## src/rtl/gbfwei_rd_ctrl.sv

```systemverilog
`default_nettype none
// ============================================================================
// Module   : gbfwei_rd_ctrl
// Purpose  : Read controller behind the weight global buffer (GBFWEI) RAM.
//            Takes burst commands (base address, length) and issues reads to
//            the single-port RAM. Read data returns one cycle after the read
//            is issued. The returned word goes into a small skid FIFO and is
//            streamed to the PE array over valid/ready, with a last flag.
//            A read is issued only when a FIFO slot is guaranteed for its
//            data, so backpressure never loses a returning word.
//
// Ports    : clk            sole clock
//            rst            synchronous active-high reset
//            cmd_valid/cmd_ready/cmd_addr/cmd_len   burst command handshake
//            gbf_wr_busy    write port owns the RAM address mux this cycle
//            ram_read_en    RAM read enable (combinational)
//            ram_addr_r     RAM read address (combinational, 0 when idle)
//            ram_data_out   RAM read data, valid the cycle after ram_read_en
//            out_valid/out_ready/out_data/out_last  weight word stream
//            done           one-cycle pulse at burst completion
//            stall_cnt      [15:0] saturating stall counter (optional)
//
// Options  : GBFWEI_RD_STAT_EN  when defined, adds the stall_cnt output
//
// Revision : 1.0  initial release
// ============================================================================
module gbfwei_rd_ctrl #(
    parameter int SRAM_DEPTH_BIT = 6,
    parameter int SRAM_WIDTH     = 28,
    parameter int LEN_WIDTH      = 7,
    parameter int FIFO_DEPTH_BIT = 1
) (
    input  logic                      clk,
    input  logic                      rst,
    input  logic                      cmd_valid,
    output logic                      cmd_ready,
    input  logic [SRAM_DEPTH_BIT-1:0] cmd_addr,
    input  logic [LEN_WIDTH-1:0]      cmd_len,
    input  logic                      gbf_wr_busy,
    output logic                      ram_read_en,
    output logic [SRAM_DEPTH_BIT-1:0] ram_addr_r,
    input  logic [SRAM_WIDTH-1:0]     ram_data_out,
    output logic                      out_valid,
    input  logic                      out_ready,
    output logic [SRAM_WIDTH-1:0]     out_data,
    output logic                      out_last,
    output logic                      done
`ifdef GBFWEI_RD_STAT_EN
    ,
    output logic [15:0]               stall_cnt
`endif
);

    localparam int c_fifo_depth = 1 << FIFO_DEPTH_BIT;
    // FIFO depth expressed in the width of the credit arithmetic below.
    localparam logic [FIFO_DEPTH_BIT+1:0] c_credit_lim =
        {1'b0, 1'b1, {FIFO_DEPTH_BIT{1'b0}}};

    typedef enum logic [1:0] {
        S_IDLE  = 2'd0,
        S_RUN   = 2'd1,
        S_DRAIN = 2'd2
    } state_t;

    state_t                      r_state;
    state_t                      w_state_nxt;

    logic [SRAM_DEPTH_BIT-1:0]   r_addr;
    logic [LEN_WIDTH-1:0]        r_remaining;
    logic                        r_inflight;
    logic                        r_inflight_last;
    logic                        r_zero_done;

    // Skid FIFO: each entry holds {last tag, data word}.
    logic [SRAM_WIDTH:0]         r_fifo_mem [c_fifo_depth];
    logic [FIFO_DEPTH_BIT-1:0]   r_wr_ptr;
    logic [FIFO_DEPTH_BIT-1:0]   r_rd_ptr;
    logic [FIFO_DEPTH_BIT:0]     r_count;

    logic                        w_cmd_fire;
    logic                        w_push;
    logic                        w_pop;
    logic [FIFO_DEPTH_BIT+1:0]   w_credit_used;
    logic                        w_credit_ok;
    logic                        w_issue;
    logic                        w_drain_done;
    logic [SRAM_WIDTH:0]         w_head;

    // ------------------------------------------------------------------
    // Handshakes and credit accounting
    // ------------------------------------------------------------------
    assign w_cmd_fire = cmd_valid & cmd_ready;
    assign w_pop      = out_valid & out_ready;
    // Returning data is pushed unconditionally; the credit check is what
    // makes that safe. A pop in the same cycle frees a slot immediately,
    // which keeps one word per cycle flowing with only two entries.
    assign w_push     = r_inflight;

    // Slots already spoken for: stored words plus the word in flight,
    // minus the one leaving this cycle. Never negative, since a pop needs
    // a stored word.
    assign w_credit_used = {1'b0, r_count}
                         + {{(FIFO_DEPTH_BIT+1){1'b0}}, r_inflight}
                         - {{(FIFO_DEPTH_BIT+1){1'b0}}, w_pop};
    assign w_credit_ok   = (w_credit_used < c_credit_lim);

    assign w_issue = (r_state == S_RUN) && (r_remaining != '0)
                   && !gbf_wr_busy && w_credit_ok;

    // Finishing from DRAIN needs the last word to have left the FIFO in an
    // earlier cycle. That places done one cycle after the final pop.
    assign w_drain_done = (r_state == S_DRAIN) && !r_inflight
                        && (r_count == '0);

    // ------------------------------------------------------------------
    // FSM: state register
    // ------------------------------------------------------------------
    always_ff @(posedge clk) begin
        if (rst) begin
            r_state <= S_IDLE;
        end else begin
            r_state <= w_state_nxt;
        end
    end

    // ------------------------------------------------------------------
    // FSM: next state and RAM-side outputs
    // ------------------------------------------------------------------
    always_comb begin
        w_state_nxt = r_state;
        cmd_ready   = 1'b0;
        ram_read_en = 1'b0;
        ram_addr_r  = '0;
        case (r_state)
            S_IDLE: begin
                cmd_ready = 1'b1;
                // A zero-length command is only acknowledged through done.
                if (cmd_valid && (cmd_len != '0)) begin
                    w_state_nxt = S_RUN;
                end
            end
            S_RUN: begin
                ram_read_en = w_issue;
                ram_addr_r  = w_issue ? r_addr : '0;
                if (w_issue && (r_remaining == LEN_WIDTH'(1))) begin
                    w_state_nxt = S_DRAIN;
                end
            end
            S_DRAIN: begin
                if (w_drain_done) begin
                    w_state_nxt = S_IDLE;
                end
            end
            default: begin
                w_state_nxt = S_IDLE;
            end
        endcase
    end

    assign done = r_zero_done | w_drain_done;

    // ------------------------------------------------------------------
    // Burst counters and in-flight tracking
    // ------------------------------------------------------------------
    always_ff @(posedge clk) begin
        if (rst) begin
            r_addr          <= '0;
            r_remaining     <= '0;
            r_inflight      <= 1'b0;
            r_inflight_last <= 1'b0;
            r_zero_done     <= 1'b0;
        end else begin
            r_zero_done     <= w_cmd_fire && (cmd_len == '0);
            r_inflight      <= w_issue;
            r_inflight_last <= w_issue && (r_remaining == LEN_WIDTH'(1));
            if (w_cmd_fire && (cmd_len != '0)) begin
                r_addr      <= cmd_addr;
                r_remaining <= cmd_len;
            end else if (w_issue) begin
                // The address wraps at the top of the buffer, so a
                // full-length burst visits every word exactly once.
                r_addr      <= r_addr + 1'b1;
                r_remaining <= r_remaining - 1'b1;
            end
        end
    end

    // ------------------------------------------------------------------
    // Skid FIFO storage (contents need no reset; occupancy gates use)
    // ------------------------------------------------------------------
    always_ff @(posedge clk) begin
        if (w_push) begin
            r_fifo_mem[r_wr_ptr] <= {r_inflight_last, ram_data_out};
        end
    end

    always_ff @(posedge clk) begin
        if (rst) begin
            r_wr_ptr <= '0;
            r_rd_ptr <= '0;
            r_count  <= '0;
        end else begin
            if (w_push) begin
                r_wr_ptr <= r_wr_ptr + 1'b1;
            end
            if (w_pop) begin
                r_rd_ptr <= r_rd_ptr + 1'b1;
            end
            case ({w_push, w_pop})
                2'b10:   r_count <= r_count + 1'b1;
                2'b01:   r_count <= r_count - 1'b1;
                default: r_count <= r_count;
            endcase
        end
    end

    // ------------------------------------------------------------------
    // Output stream; data and last read as zero while the FIFO is empty
    // ------------------------------------------------------------------
    assign w_head    = r_fifo_mem[r_rd_ptr];
    assign out_valid = (r_count != '0);
    assign out_data  = out_valid ? w_head[SRAM_WIDTH-1:0] : '0;
    assign out_last  = out_valid & w_head[SRAM_WIDTH];

`ifdef GBFWEI_RD_STAT_EN
    // ------------------------------------------------------------------
    // Stall statistics: downstream backpressure or a read lost to the
    // write port, counted only while a burst is active.
    // ------------------------------------------------------------------
    logic [15:0] r_stall_cnt;
    logic        w_stall_evt;

    assign w_stall_evt = ((r_state == S_RUN) || (r_state == S_DRAIN))
                       && ((out_valid && !out_ready)
                           || ((r_state == S_RUN) && (r_remaining != '0)
                               && gbf_wr_busy));

    always_ff @(posedge clk) begin
        if (rst || w_cmd_fire) begin
            r_stall_cnt <= '0;
        end else if (w_stall_evt && (r_stall_cnt != 16'hFFFF)) begin
            r_stall_cnt <= r_stall_cnt + 16'd1;
        end
    end

    assign stall_cnt = r_stall_cnt;
`else
    // Statistics build option disabled: no stall counter is present.
`endif

endmodule
`default_nettype wire

```

## config.mk

```make
export PLATFORM = sky130hd
export DESIGN_NAME = gbfwei_rd_ctrl
export DESIGN_NICKNAME = d
export VERILOG_FILES = /design/src/rtl/gbfwei_rd_ctrl.sv
export SDC_FILE = /design/constraint.sdc
export NUM_CORES = 1
export LEC_CHECK = 0
export ABC_AREA = 1
export CAP_MARGIN = 40
export CORE_ASPECT_RATIO = 1.75
export CORE_MARGIN = 2
export CORE_UTILIZATION = 32
export CTS_CLUSTER_DIAMETER = 100
export DETAILED_ROUTE_END_ITERATION = 12
export GPL_ROUTABILITY_DRIVEN = 0
export HOLD_SLACK_MARGIN = 0.12
export PLACE_DENSITY = 0.54
export SLEW_MARGIN = 30
export SYNTH_ARGS = -nofsm -noshare
export SYNTH_HDL_FRONTEND = slang
export SYNTH_SLANG_ARGS = --single-unit
export TNS_END_PERCENT = 100
```

## constraint.sdc

```tcl
create_clock -name clk -period 3.6 [get_ports clk]
set_input_delay 0.54 -clock clk [delete_from_list [all_inputs] [get_ports clk]]
set_output_delay 0.54 -clock clk [all_outputs]
set_load 0.01 [all_outputs]
```

==> reports/qor.yml <==
synth:
  yosysTopAreaCell: "edfxtp_1"
  synth_nets: 429
  synth_top_area_share_pct: 46.9
  yosys-top-cells-area: "edfxtp_1 47%, dfxtp_1 12%, nand2_1 11%"
  ys.warnings.count: 0
  syn_inst: 379
  ys_seq_area_share_pct: 59.3
  ys_seq_elements: 81
  syn-cell-area_mm2: 0.00371
  avgSynthCellArea_um2: 9.80
  synthDistinctLibCells: 32
grt:
  grt_pass1_wl_mm: 14.2
  antenna_found_initial: 0
  grt_usage_pct: 14.5
  grt_pass1_vias: 2814
  grt_start_max_net_pins: 31
  overflow: 0
route:
  dr.pass1.iters: 4
  via_per_inst: 4.75
  drc: 0
  antenna_left: 0
  routedWlPerCell_um: 14.6
  via_count: 2879
  totalWireLength_mm: 8.84
  drt_iter0_drc: 125
setup_path:
  worst-endpoint-required_ns: 3.06
  r2r_setup_slack_ns: 1.19
  cp_max_fo: 7
  critPathKind: "in -> out"
  r2r_cells: 13
  cp.arrival_ns: 2.94
  start_kind: "input port"
  critPathCaptureType: "output port"
clocking:
  cts_resized: 0
  htree_levels: 3
  hold_buffers: 0
  cts_inserted_buffers: 9
  clk_path_buf_depth: 2
  cts_tree: "done"
  path_clk_slew_ns: 0.06
  post-cts-setup-buffers: 0
  cts-root-buf: "clkbuf_16"
  clkLatencyLatePin_ns: 0.34
  clock-sinks: 81
die:
  die_height_um: 146
  io_pins: 85
  core_mm2: 0.0115
  initial_utilization_pct: 32.4
  die_area_mm2: 0.0125
  rows: 52
  die_w_um: 85.4
finish:
  register_area_mm2: 0.00220
  drive_gt1_share_pct: 13.2
  area_delta_synth_final_pct: 35.7
  antenna_cells: 0
  layout.nets: 516
  fin_area_mm2: 0.00504
  fill_cells: 1101
  multi_input_area_mm2: 0.00126
sta:
  relSlewSlack_pct: 64.6
  finalCritPeriodShare_pct: 96.7
  skew_ns: 0.00659
  slew_viol_final: 0
  setup_viol: 0
  max_freq_ghz: 0.287
  period_minus_slack_ns: 3.48
  worst_slew_pin_slew_ns: 0.529
  setup_tns_ns: 0
  rsz0062_at_grt: "false"
  hold_violations: 0
outcome:
  status: "complete, no violations"
worst_hold_path:
  hold_depth: 0
  hold_class: "reg -> reg"
placement:
  dpl-instance-area_mm2: 0.00473
  io_buffers: 84
  dp_hpwl_mm: 6.28
flow_run:
  drv_cap: 0
power_and_ir_drop:
  p_leak_nw: 2.01
  power_density_mw_per_mm2: 447
  ir_drop_v: 0.000252
==> critical path, stage by stage <==
cell,delay [ns]
clkdlybuf4s50_1,0.50
inv_1,0.06
nor2_2,0.11
nand2_1,0.08
o21ai_0,0.17
inv_1,0.08
fa_1,0.50
nand3_2,0.10
nor2_4,0.14
nand2_4,0.09
inv_1,0.06
clkdlybuf4s50_1,0.52
==> state kept, by name (all words and copies together), names as in the netlist, 2 cells and up, named ones only <==
register,count
r_fifo_mem,58
r_remaining,7
r_state,2
r_count,2
r_addr,6
==> cell usage after synthesis (all sizes together) <==
| cell type | n |
|---|---|
| inv | 39 |
| ha | 3 |
| o21ai | 9 |
| clkinv | 1 |
| nor2 | 33 |
| a211oi | 1 |
| a31o | 1 |
| edfxtp | 58 |
| clkbuf | 4 |
| nor4 | 1 |
| nand3 | 27 |
| a21oi | 46 |
| or2 | 1 |
| fa | 1 |
| xor2 | 4 |
| dfxtp | 23 |
| buf | 13 |
| nor3 | 2 |
| nand2 | 110 |
| nand4 | 2 |
==> stage by stage <==
step	std cells	hold WS [ns]	total power, mW	utilization, %	worst slack (ns)
2_1_floorplan	379	0.404	1.27	-	0.913
3_3_place_gp	588	0.409	1.40	40.8	0.127
3_5_place_dp	590	0.426	1.41	41.3	0.0669
4_1_cts	606	0.441	2.28	43.8	0.0599
5_1_grt	606	0.453	2.35	44.0	0.0103
6_report	606	0.443	2.25	44.0	0.120
==> cell families (layout without fill, tap and decap cells) <==
family | Yosys count | after routing | synth area share [%]
AOI/OAI and AO/OA | 57 | 57 | 9.17
and+or+nand+nor | 176 | 176 | 22.0
adders and majority gates | 4 | 4 | 1.55
DFF | 81 | 81 | 59.3
buffers and inverters | 57 | 149 | 7.01
xor gates and xnor gates | 4 | 4 | 0.944
==> per-layer routing <==
layer,wire [um],part of all wire [%],track usage (%)
met3,457,5.2,3.67
met4,227,2.6,6.27
met5,0,0,0
met1,3410,39,15.5
met2,4740,54,26.4
==> final timing paths <==
path                   start                 to
max                out_ready        ram_read_en
min reg2reg  r_inflight_last  r_fifo_mem[1][28]
min          r_inflight_last  r_fifo_mem[1][28]
max reg2reg       r_count[1]          r_addr[5]
==> report_power, final <==
group	internal (mW)	switching [mW]	leakage (nW)	total, mW
registers	1.03	0.0233	0.711	1.05
logic	0.149	0.188	1.17	0.336
clock network	0.479	0.389	0.131	0.867
==> placed cells by master (no fill, tap or decap), drive strengths merged, types with 4 or more instances in the layout <==
master,count
edfxtp,58
nand3,27
nand2,110
clkbuf,9
xor2,4
dlymetal6s2s,6
dfxtp,23
o21ai,9
buf,9
a21oi,46
nor2,33
inv,41
clkdlybuf4s50,78
==> layout make-up <==
type / instances / share of cell area [%]
inverters: 40 / 3.00
clock buffers: 9 / 4.47
repair buffers: 93 / 19.1
multi-input cells: 241 / 25.1
clock inverters: 7 / 1.29
flip-flops and latches: 81 / 43.7
well taps: 135 / 3.35
(Power assumes the default switching activity.)
